**config.mk**
```make
export PLATFORM = sky130hd
export DESIGN_NAME = spi_reg_frontend
export DESIGN_NICKNAME = d
export VERILOG_FILES = /design/src/rtl/spi_reg_pkg.sv /design/src/rtl/spi_sync_edge.sv /design/src/rtl/spi_reg_frontend.sv
export SDC_FILE = /design/constraint.sdc
export NUM_CORES = 1
export LEC_CHECK = 0
export BUFFER_PORTS_ARGS = -buffer_cell sky130_fd_sc_hd__buf_2
export CELL_PAD_IN_SITES_DETAIL_PLACEMENT = 0
export CELL_PAD_IN_SITES_GLOBAL_PLACEMENT = 1
export CORE_MARGIN = 1
export CORE_UTILIZATION = 30
export CTS_BUF_LIST = sky130_fd_sc_hd__clkbuf_8 sky130_fd_sc_hd__clkbuf_16
export CTS_CLUSTER_DIAMETER = 150
export DETAILED_ROUTE_END_ITERATION = 8
export PLACE_DENSITY_LB_ADDON = 0.1
export REMOVE_ABC_BUFFERS = 1
export SYNTH_ARGS = -nofsm -noshare
export SYNTH_HDL_FRONTEND = slang
export SYNTH_SLANG_ARGS = --single-unit
export TNS_END_PERCENT = 10
```
**constraint.sdc**
```tcl
create_clock -name clk -period 2.3 [get_ports clk]
set_input_delay 0.345 -clock clk [delete_from_list [all_inputs] [get_ports clk]]
set_output_delay 0.345 -clock clk [all_outputs]
set_load 0.01 [all_outputs]
```
**src/rtl/spi_reg_pkg.sv**
```systemverilog
// Shared constants and types for the SPI register front end.
//   - Register addresses of the five pwm_peripheral control registers.
//   - Bit positions of the fields inside a 16-bit SPI frame.
//   - Frame-decoder FSM state encoding.
package spi_reg_pkg;

    localparam int unsigned ADDR_EN_OUT_LO = 0;
    localparam int unsigned ADDR_EN_OUT_HI = 1;
    localparam int unsigned ADDR_EN_PWM_LO = 2;
    localparam int unsigned ADDR_EN_PWM_HI = 3;
    localparam int unsigned ADDR_DUTY      = 4;

    localparam int unsigned FRAME_W  = 16;
    localparam int unsigned RW_BIT   = 15;
    localparam int unsigned ADDR_MSB = 14;
    localparam int unsigned ADDR_LSB = 8;

    // Bit counter must hold 0..16
    localparam int unsigned CNT_W = 5;

    typedef enum logic [2:0] {
        ST_LOCKOUT,
        ST_IDLE,
        ST_SHIFT,
        ST_DONE,
        ST_ERR
    } state_e;

endpackage

```
**src/rtl/spi_sync_edge.sv**
```systemverilog
// Multi-flop synchroniser for one asynchronous pin plus a single-flop edge
// detector on the synchronised level.
//   clk      in  system clock
//   rst      in  synchronous active-high reset (all flops cleared to 0)
//   pin_i    in  asynchronous pin
//   level_o  out synchronised level
//   rise_o   out 1-cycle pulse on a synchronised 0->1 transition
//   fall_o   out 1-cycle pulse on a synchronised 1->0 transition
module spi_sync_edge #(
    parameter int unsigned SYNC_STAGES = 2
) (
    input  logic clk,
    input  logic rst,
    input  logic pin_i,
    output logic level_o,
    output logic rise_o,
    output logic fall_o
);

    logic [SYNC_STAGES-1:0] sync_q;
    logic                   prev_q;

    // Clearing to 0 (rather than the idle-high pin level) matters for ncs:
    // the synchronised chip select must be seen going high before the
    // front end will leave lockout after a reset.
    always_ff @(posedge clk) begin
        if (rst) begin
            sync_q <= '0;
            prev_q <= 1'b0;
        end else begin
            sync_q <= {sync_q[SYNC_STAGES-2:0], pin_i};
            prev_q <= sync_q[SYNC_STAGES-1];
        end
    end

    assign level_o = sync_q[SYNC_STAGES-1];
    assign rise_o  = sync_q[SYNC_STAGES-1] & ~prev_q;
    assign fall_o  = ~sync_q[SYNC_STAGES-1] & prev_q;

endmodule

```
**src/rtl/spi_reg_frontend.sv**
```systemverilog
// SPI mode-0 target with the control register bank for pwm_peripheral.
// Frames are 16 bits, MSB first: bit15 R/W (1 = write), bits14:8 address,
// bits7:0 data. Writes commit when chip select rises; reads return the
// addressed register on cipo during bits 9..16.
//   clk, rst                     system clock, synchronous active-high reset
//   sclk, copi, ncs              asynchronous SPI pins
//   cipo, cipo_oe                SPI read data and its output enable
//   en_reg_out_7_0 .. pwm_duty_cycle_out   registers 0x00..0x04
//   wr_strobe                    1-cycle pulse on each committed write
//   frame_err                    1-cycle pulse when a frame is discarded
module spi_reg_frontend
    import spi_reg_pkg::*;
#(
    parameter int unsigned SYNC_STAGES = 2,
    parameter int unsigned ADDR_W      = 7,
    parameter int unsigned DATA_W      = 8,
    parameter int unsigned NUM_REGS    = 5
) (
    input  logic              clk,
    input  logic              rst,
    input  logic              sclk,
    input  logic              copi,
    input  logic              ncs,
    output logic              cipo,
    output logic              cipo_oe,
    output logic [DATA_W-1:0] en_reg_out_7_0,
    output logic [DATA_W-1:0] en_reg_out_15_8,
    output logic [DATA_W-1:0] en_reg_pwm_7_0,
    output logic [DATA_W-1:0] en_reg_pwm_15_8,
    output logic [DATA_W-1:0] pwm_duty_cycle_out,
    output logic              wr_strobe,
    output logic              frame_err
);

    logic sclk_s, sclk_rise, sclk_fall;
    logic ncs_s, ncs_rise, ncs_fall;
    logic copi_s, copi_rise, copi_fall;
    logic unused_edges;

    spi_sync_edge #(.SYNC_STAGES(SYNC_STAGES)) u_sync_sclk (
        .clk(clk), .rst(rst), .pin_i(sclk),
        .level_o(sclk_s), .rise_o(sclk_rise), .fall_o(sclk_fall)
    );

    spi_sync_edge #(.SYNC_STAGES(SYNC_STAGES)) u_sync_ncs (
        .clk(clk), .rst(rst), .pin_i(ncs),
        .level_o(ncs_s), .rise_o(ncs_rise), .fall_o(ncs_fall)
    );

    spi_sync_edge #(.SYNC_STAGES(SYNC_STAGES)) u_sync_copi (
        .clk(clk), .rst(rst), .pin_i(copi),
        .level_o(copi_s), .rise_o(copi_rise), .fall_o(copi_fall)
    );

    // Only edges of sclk and the level of copi drive decisions
    assign unused_edges = ^{sclk_s, copi_rise, copi_fall};

    state_e              state_q, state_d;
    logic [CNT_W-1:0]    cnt_q, cnt_d;
    logic [FRAME_W-1:0]  shift_q, shift_d;
    logic [DATA_W-1:0]   out_q, out_d;
    logic                rd_q, rd_d;
    logic                cipo_q, cipo_d;
    logic                oe_q, oe_d;
    logic [DATA_W-1:0]   regs_q [NUM_REGS];

    logic [FRAME_W-1:0]  shift_nx;
    logic [DATA_W-1:0]   rd_data;
    logic [ADDR_W-1:0]   wr_addr;
    logic                wr_hit;

    always_ff @(posedge clk) begin
        if (rst) begin
            state_q <= ST_LOCKOUT;
            cnt_q   <= '0;
            shift_q <= '0;
            out_q   <= '0;
            rd_q    <= 1'b0;
            cipo_q  <= 1'b0;
            oe_q    <= 1'b0;
            for (int unsigned i = 0; i < NUM_REGS; i++) begin
                regs_q[i] <= '0;
            end
        end else begin
            state_q <= state_d;
            cnt_q   <= cnt_d;
            shift_q <= shift_d;
            out_q   <= out_d;
            rd_q    <= rd_d;
            cipo_q  <= cipo_d;
            oe_q    <= oe_d;
            for (int unsigned i = 0; i < NUM_REGS; i++) begin
                if (wr_strobe && wr_addr == ADDR_W'(i)) begin
                    regs_q[i] <= shift_q[DATA_W-1:0];
                end
            end
        end
    end

    always_comb begin
        state_d   = state_q;
        cnt_d     = cnt_q;
        shift_d   = shift_q;
        out_d     = out_q;
        rd_d      = rd_q;
        cipo_d    = cipo_q;
        wr_strobe = 1'b0;
        frame_err = 1'b0;

        shift_nx = {shift_q[FRAME_W-2:0], copi_s};
        wr_addr  = shift_q[ADDR_MSB:ADDR_LSB];
        wr_hit   = shift_q[RW_BIT] && (wr_addr < ADDR_W'(NUM_REGS));

        // After the 8th bit the R/W flag and address sit in the low byte
        // of the freshly shifted value; unimplemented addresses read as 0.
        rd_data = '0;
        for (int unsigned i = 0; i < NUM_REGS; i++) begin
            if (shift_nx[ADDR_W-1:0] == ADDR_W'(i)) begin
                rd_data = regs_q[i];
            end
        end

        unique case (state_q)
            ST_LOCKOUT: begin
                if (ncs_s) begin
                    state_d = ST_IDLE;
                end
            end
            ST_IDLE: begin
                if (ncs_fall) begin
                    state_d = ST_SHIFT;
                    cnt_d   = '0;
                end
            end
            ST_SHIFT: begin
                if (ncs_rise) begin
                    state_d   = ST_IDLE;
                    frame_err = 1'b1;
                end else if (sclk_rise) begin
                    shift_d = shift_nx;
                    cnt_d   = cnt_q + CNT_W'(1);
                    if (cnt_q == CNT_W'(7) && !shift_nx[ADDR_W]) begin
                        out_d = rd_data;
                        rd_d  = 1'b1;
                    end
                    if (cnt_q == CNT_W'(FRAME_W - 1)) begin
                        state_d = ST_DONE;
                    end
                end
            end
            ST_DONE: begin
                if (ncs_rise) begin
                    state_d   = ST_IDLE;
                    wr_strobe = wr_hit;
                end else if (sclk_rise) begin
                    state_d = ST_ERR;
                end
            end
            ST_ERR: begin
                if (ncs_rise) begin
                    state_d   = ST_IDLE;
                    frame_err = 1'b1;
                end
            end
            default: state_d = ST_LOCKOUT;
        endcase

        // sclk rise and fall never coincide, so this cannot collide with
        // the out-shifter load above.
        if (rd_q && sclk_fall) begin
            cipo_d = out_q[DATA_W-1];
            out_d  = {out_q[DATA_W-2:0], 1'b0};
        end

        if (state_d == ST_IDLE || state_d == ST_LOCKOUT) begin
            rd_d   = 1'b0;
            cipo_d = 1'b0;
        end

        // Not driven while locked out: the host is not talking to us then
        oe_d = !ncs_s && (state_q != ST_LOCKOUT);

        if (rst) begin
            wr_strobe = 1'b0;
            frame_err = 1'b0;
        end
    end

    assign cipo               = cipo_q;
    assign cipo_oe            = oe_q;
    assign en_reg_out_7_0     = regs_q[ADDR_EN_OUT_LO];
    assign en_reg_out_15_8    = regs_q[ADDR_EN_OUT_HI];
    assign en_reg_pwm_7_0     = regs_q[ADDR_EN_PWM_LO];
    assign en_reg_pwm_15_8    = regs_q[ADDR_EN_PWM_HI];
    assign pwm_duty_cycle_out = regs_q[ADDR_DUTY];

endmodule
```
# Yosys cells after proc, flatten, opt, wreduce, memory -nomap -nowiden
# Memory sizes are Yosys's and may differ from the RTL's.
# Cells that the tools add are included.
[classes]
eq_ne = 19
muxes = 51
bitwise = 14
addsub = 1
order_cmp = 1
n_reduce_logical = 28
[ops]
columns = ["operator", "count"]
rows = [
  ["2-to-1 mux 8 bit", 15],
  ["equality test 7 x 2 -> 1 bit, second input constant", 4],
  ["2-to-1 mux 3 bit", 8],
  ["2-to-1 mux 1 bit", 23],
  ["2-to-1 mux 5 bit", 3],
  ["one-hot mux 3 bit (5 select lines)", 1],
  ["equality test 7 x 1 -> 1 bit, second input constant", 2],
  ["equality test 7 x 3 -> 1 bit, second input constant", 2],
  ["logical NOT 7 bit", 2],
  ["AND reduction 4 bit", 3],
  ["one-hot mux 5 bit (2 select lines)", 1],
  ["logical AND 1 bit", 9],
  ["nonzero test 2 bit", 4],
  ["less-than comparator 7 x 3 -> 1 bit, second input constant", 1],
  ["equality test 3 x 1 -> 1 bit, second input constant", 2],
  ["equality test 3 x 2 -> 1 bit, second input constant", 2],
  ["logical NOT 3 bit", 2],
  ["!= test 2 bit, second input constant", 3],
  ["OR reduction 2 bit", 3],
  ["adder 5 x 1 -> 5 bit, second input constant", 1],
  ["equality test 5 x 3 -> 1 bit, second input constant", 1],
  ["equality test 5 x 4 -> 1 bit, second input constant", 1],
  ["inverter 1 bit", 5],
  ["OR 1 bit", 5],
  ["other kinds (7)", 11],
]
[word_totals]
word_cells = 128
ram_bits = 40
inputBits = 5
output_inout_bits = 44
n_memories = 1
ff_bits = 43
[mem_list]
columns = ["memory", "depth", "width", "rd", "rd_clocked_by_memory_dff", "wr", "line", "source"]
rows = [
  ["regs_q", 5, 8, 5, 0, 5, "spi_reg_frontend.sv:65", "logic [DATA_W-1:0] regs_q [NUM_REGS];"],
]

# Longest topological paths before layout
[depth]
depth_word = 11
depth_mapped = 8

# Hierarchy
# From an unflattened synthesis, not the netlist that was laid out.
[hier_totals]
hier_cells = 296
hier_area_um2 = 3553.4
[by_module_without_submodules]
columns = ["module", "n_inst", "seq_area_each_um2", "cells_each", "area_per_inst_um2"]
rows = [
  ["spi_reg_frontend", 1, 1901.8, 272, 3279.4],
  ["spi_sync_edge", 3, 60.1, 8, 91.3],
]

# Worst setup path after synthesis
# No wires, ideal clock.
[synth_timing]
kind = "register to register"
from = "register state_q[1]"
to = "memory regs_q[4][0], in the netlist regs_q[0][32], enable pin"
setup_slack_ns = 0.472
t_required_ns = 1.970
t_arrival_ns = 1.499
setup_ns = 0.330
synth_period_minus_slack_ns = 1.828
stages_incl_launch_ff = 7
cell_sequence = "dfxtp_1 > buf_4 > nor2b_1 > nand3_1 > nor4_1 > buf_2 > a41o_1"
[synth_lines]
columns = ["item", "line", "source"]
rows = [
  ["from (decl)", "spi_reg_frontend.sv:58", "state_e state_q, state_d;"],
  ["from (signal assigned)", "spi_reg_frontend.sv:85", "state_q <= state_d;"],
  ["to (decl)", "spi_reg_frontend.sv:65", ""],
]

# Worst setup path in the final report
[layout_timing]
from = "register shift_q[11]"
to = "output wr_strobe"
[layout_between]
elab_chain_cells = 5
[layout_lines]
columns = ["item", "line", "source"]
rows = [
  ["from (decl)", "spi_reg_frontend.sv:60", "logic [FRAME_W-1:0] shift_q, shift_d;"],
  ["from (signal assigned)", "spi_reg_frontend.sv:87", "shift_q <= shift_d;"],
  ["less-than comparator 7 x 3 -> 1 bit", "spi_reg_frontend.sv:112", "wr_hit = shift_q[RW_BIT] && (wr_addr < ADDR_W'(NUM_REGS));"],
  ["logical AND 1 bit", "spi_reg_frontend.sv:112", ""],
  ["2-to-1 mux 1 bit", "spi_reg_frontend.sv:152", "if (ncs_rise) begin"],
  ["2-to-1 mux 1 bit", "spi_reg_frontend.sv:123", "unique case (state_q)"],
  ["2-to-1 mux 1 bit", "spi_reg_frontend.sv:183", "if (rst) begin"],
  ["to (decl)", "spi_reg_frontend.sv:31", "output logic wr_strobe,"],
]
# No other way between the ends.

==> results.yml <==
global_route:
  grt_overflow: 0
  grt_pass1_vias: 2565
  antenna_found_initial: 0
  track_usage_pct: 16.6
  grt_max_degree: 33
  grt_first_pass_wirelength_um: 14400
sta:
  fin_setup_tns_ps: 0
  fin_ws_ps: 232
  final-hold-violation-count: 0
  relSlewSlack_pct: 64.3
  rsz0062_at_grt: "no"
  setup_viol_count_final: 0
  period_minus_slack_ps: 2070
  clock.fmax_mhz: 483
  hold_slack_ps: 219
  slew_violations: 0
  post-route-period-util_pct: 89.9
  tightest_slew_ps: 535
  fin_worst_skew_ps: 4.81
layout:
  nets: 409
  seq_area_mm2: 0.00206
  multi_input_area_mm2: 0.00129
  final_common_cell: "nand2_1"
  final_cell_mix: "56 x nand2_1, 48 x buf_2, 43 x dfxtp_1"
  drive_gt1_share_pct: 21.6
  syn_to_final_growth_pct: 20.5
  nFillCells: 1178
  diodes: 0
synth:
  avgSynthCellArea_um2: 10.1
  synth-async-reset-ratio_pct: 0
  synth-edff-count: 40
  muxShareOfSynthArea_pct: 0.323
  synth_area_mm2: 0.00349
  synth_compound_area_share_pct: 14.8
  synth_xor_area_share_pct: 1.00
  yosys_register_bits: 83
  synth_flop_cell: "dfxtp_1"
  yosys_warnings: 0
  yosys.area_share.simple_pct: 19.9
  synth_top_family_by_area: "simple AND/OR/NAND/NOR gates"
  synth_cell_type_count: 45
  synthCells: 346
  synth-adder-area-share_pct: 0.717
  ys_seq_area_share_pct: 59.1
floorplanning:
  num_io_pins: 49
  rows: 39
  die_y_um: 110
  die_area_mm2: 0.0121
  core_mm2: 0.0114
  initial_core_util_pct: 30.7
  die_x_um: 110
setup_path:
  critPathBufInv: 3
  startpoint_type: "flip-flop"
  worstPathArrival_ps: 1720
  crit_top_cell: "buf_4"
  crit_chain: "nor4_1 > buf_4 > nand2_1 > nor4_2 > buf_4 > buf_2"
  crit_type: "reg -> out"
  cpLargestDelayFamily: "simple AND/OR/NAND/NOR gates"
  max_stage_delay_ps: 330
  critical-path-slowest-cell: "dfxtp_1"
  end_kind: "primary output"
  required_ps: 1960
  crit_fanout: 10
  r2r_slack_ps: 240
cts:
  clockRootBuffer: "clkbuf_16"
  h-tree-depth: 3
  cts_sinks: 83
  clk_pin_slew_ps: 60
  cts_buffers: 9
  cts_resized: 0
  cts_hold_buffers: 0
  cts_setup_buffers: 0
  clock_latency_ps: 340
  clockBufferDepth: 2
  cts_tree: "yes"
detailed_routing:
  first_pass_iters: 4
  vias: 2664
  drt_iter0_markers: 183
  wl_per_cell_um: 16.4
  drc_errors: 0
  viasPerCell: 4.84
  ant_nets: 0
  drt-total-wl_um: 9030
pwr:
  peakVddDrop_mv: 0.475
  p_leak_nw: 1.59
  power-per-cell-area_mw_per_mm2: 716
placement:
  pre_cts_ws_ps: 133
  hpwl_um: 6680
  routabilityCongestion: 0.708
  port_buffers: 48
status:
  status: "completed"
worst_hold_path:
  holdCritPathClass: "in -> reg"
job:
  drv_cap: 0
## cell families after synthesis
group	after synthesis
AOI/OAI and AO/OA	85
and+or+nand+nor	139
xor gates and xnor gates	4
DFF	83
buffers and inverters	32
muxes	1
adders and majority gates	2
## metrics by stage
step | instance area [um2] | cells | total power [mW] | util [%]
2_1_floorplan | 3390 | 325 | 1.69 | -
3_3_place_gp | 3940 | 534 | 1.77 | 34.7
3_5_place_dp | 3940 | 534 | 1.77 | 34.7
4_1_cts | 4200 | 550 | 3.06 | 36.9
5_1_grt | 4210 | 550 | 3.16 | 37.0
6_report | 4210 | 550 | 3.01 | 37.0
## routing by layer
layer / vias to the layer above / global-route usage [%] / part of all wire (%)
li1: 1335 / - / -
met1: 1275 / 22.8 / 49
met2: 46 / 24.8 / 46
met3: 8 / 5.51 / 4.0
met4: 0 / 4.86 / 0.95
met5: - / 0 / 0
## Yosys cell counts, drive strengths merged (2+ instances only)
cell / count / area (um2)
a211oi: 3 / 22.5
a21oi: 29 / 145
a31o: 3 / 26.3
a31oi: 17 / 106
and2: 15 / 93.8
and3: 2 / 12.5
and3b: 2 / 17.5
buf: 8 / 55.1
clkbuf: 13 / 48.8
dfxtp: 43 / 861
edfxtp: 40 / 1200
ha: 2 / 25.0
inv: 11 / 41.3
nand2: 56 / 210
nand2b: 2 / 12.5
nand3: 2 / 10.0
nand3b: 2 / 15.0
nor2: 24 / 95.1
nor2b: 14 / 87.6
nor3: 7 / 35.0
nor3b: 2 / 26.3
nor4: 4 / 25.0
o21ai: 19 / 95.1
o32ai: 7 / 61.3
or3: 2 / 12.5
xnor2: 2 / 17.5
xor2: 2 / 17.5
## sequential cells by signal, summed over array words and instances, names as in the netlist
signal	cells
state_q	3
cnt_q	5
cipo	1
cipo_oe	1
regs_q	40
u_sync_sclk.sync_q	2
u_sync_copi.sync_q	2
shift_q	16
u_sync_sclk.prev_q	1
u_sync_ncs.prev_q	1
u_sync_ncs.sync_q	2
out_q	8
rd_q	1
## cell type report
type	instances	area share [%]
flip-flops and latches	83	49.0
multi-input cells	231	30.6
repair buffers	66	8.92
clock buffers	9	5.35
well taps	143	4.25
inverters	11	0.982
clock inverters	7	0.833
## path summary, 6_finish.rpt
kind	startpoint	endpoint	depth (start not counted)
setup reg to reg	shift_q[11]$_SDFFE_PP0P_	regs_q[0][7]$_DFFE_PP_	6
setup / recovery	shift_q[11]$_SDFFE_PP0P_	wr_strobe	6
hold reg to reg	u_sync_sclk.sync_q[0]$_SDFF_PP0_	u_sync_sclk.sync_q[1]$_SDFF_PP0_	1
hold / removal	ncs	u_sync_ncs.sync_q[0]$_SDFF_PP0_	2
## power by group
part	total (mW)	switching [mW]	internal, mW	leakage [nW]
clock	1.28	0.563	0.714	0.126
combinational	0.137	0.0859	0.0515	0.705
sequential	1.60	0.0209	1.58	0.761
total	3.01	0.670	2.34	1.59
Note: power is estimated with default switching activity, not from simulation.
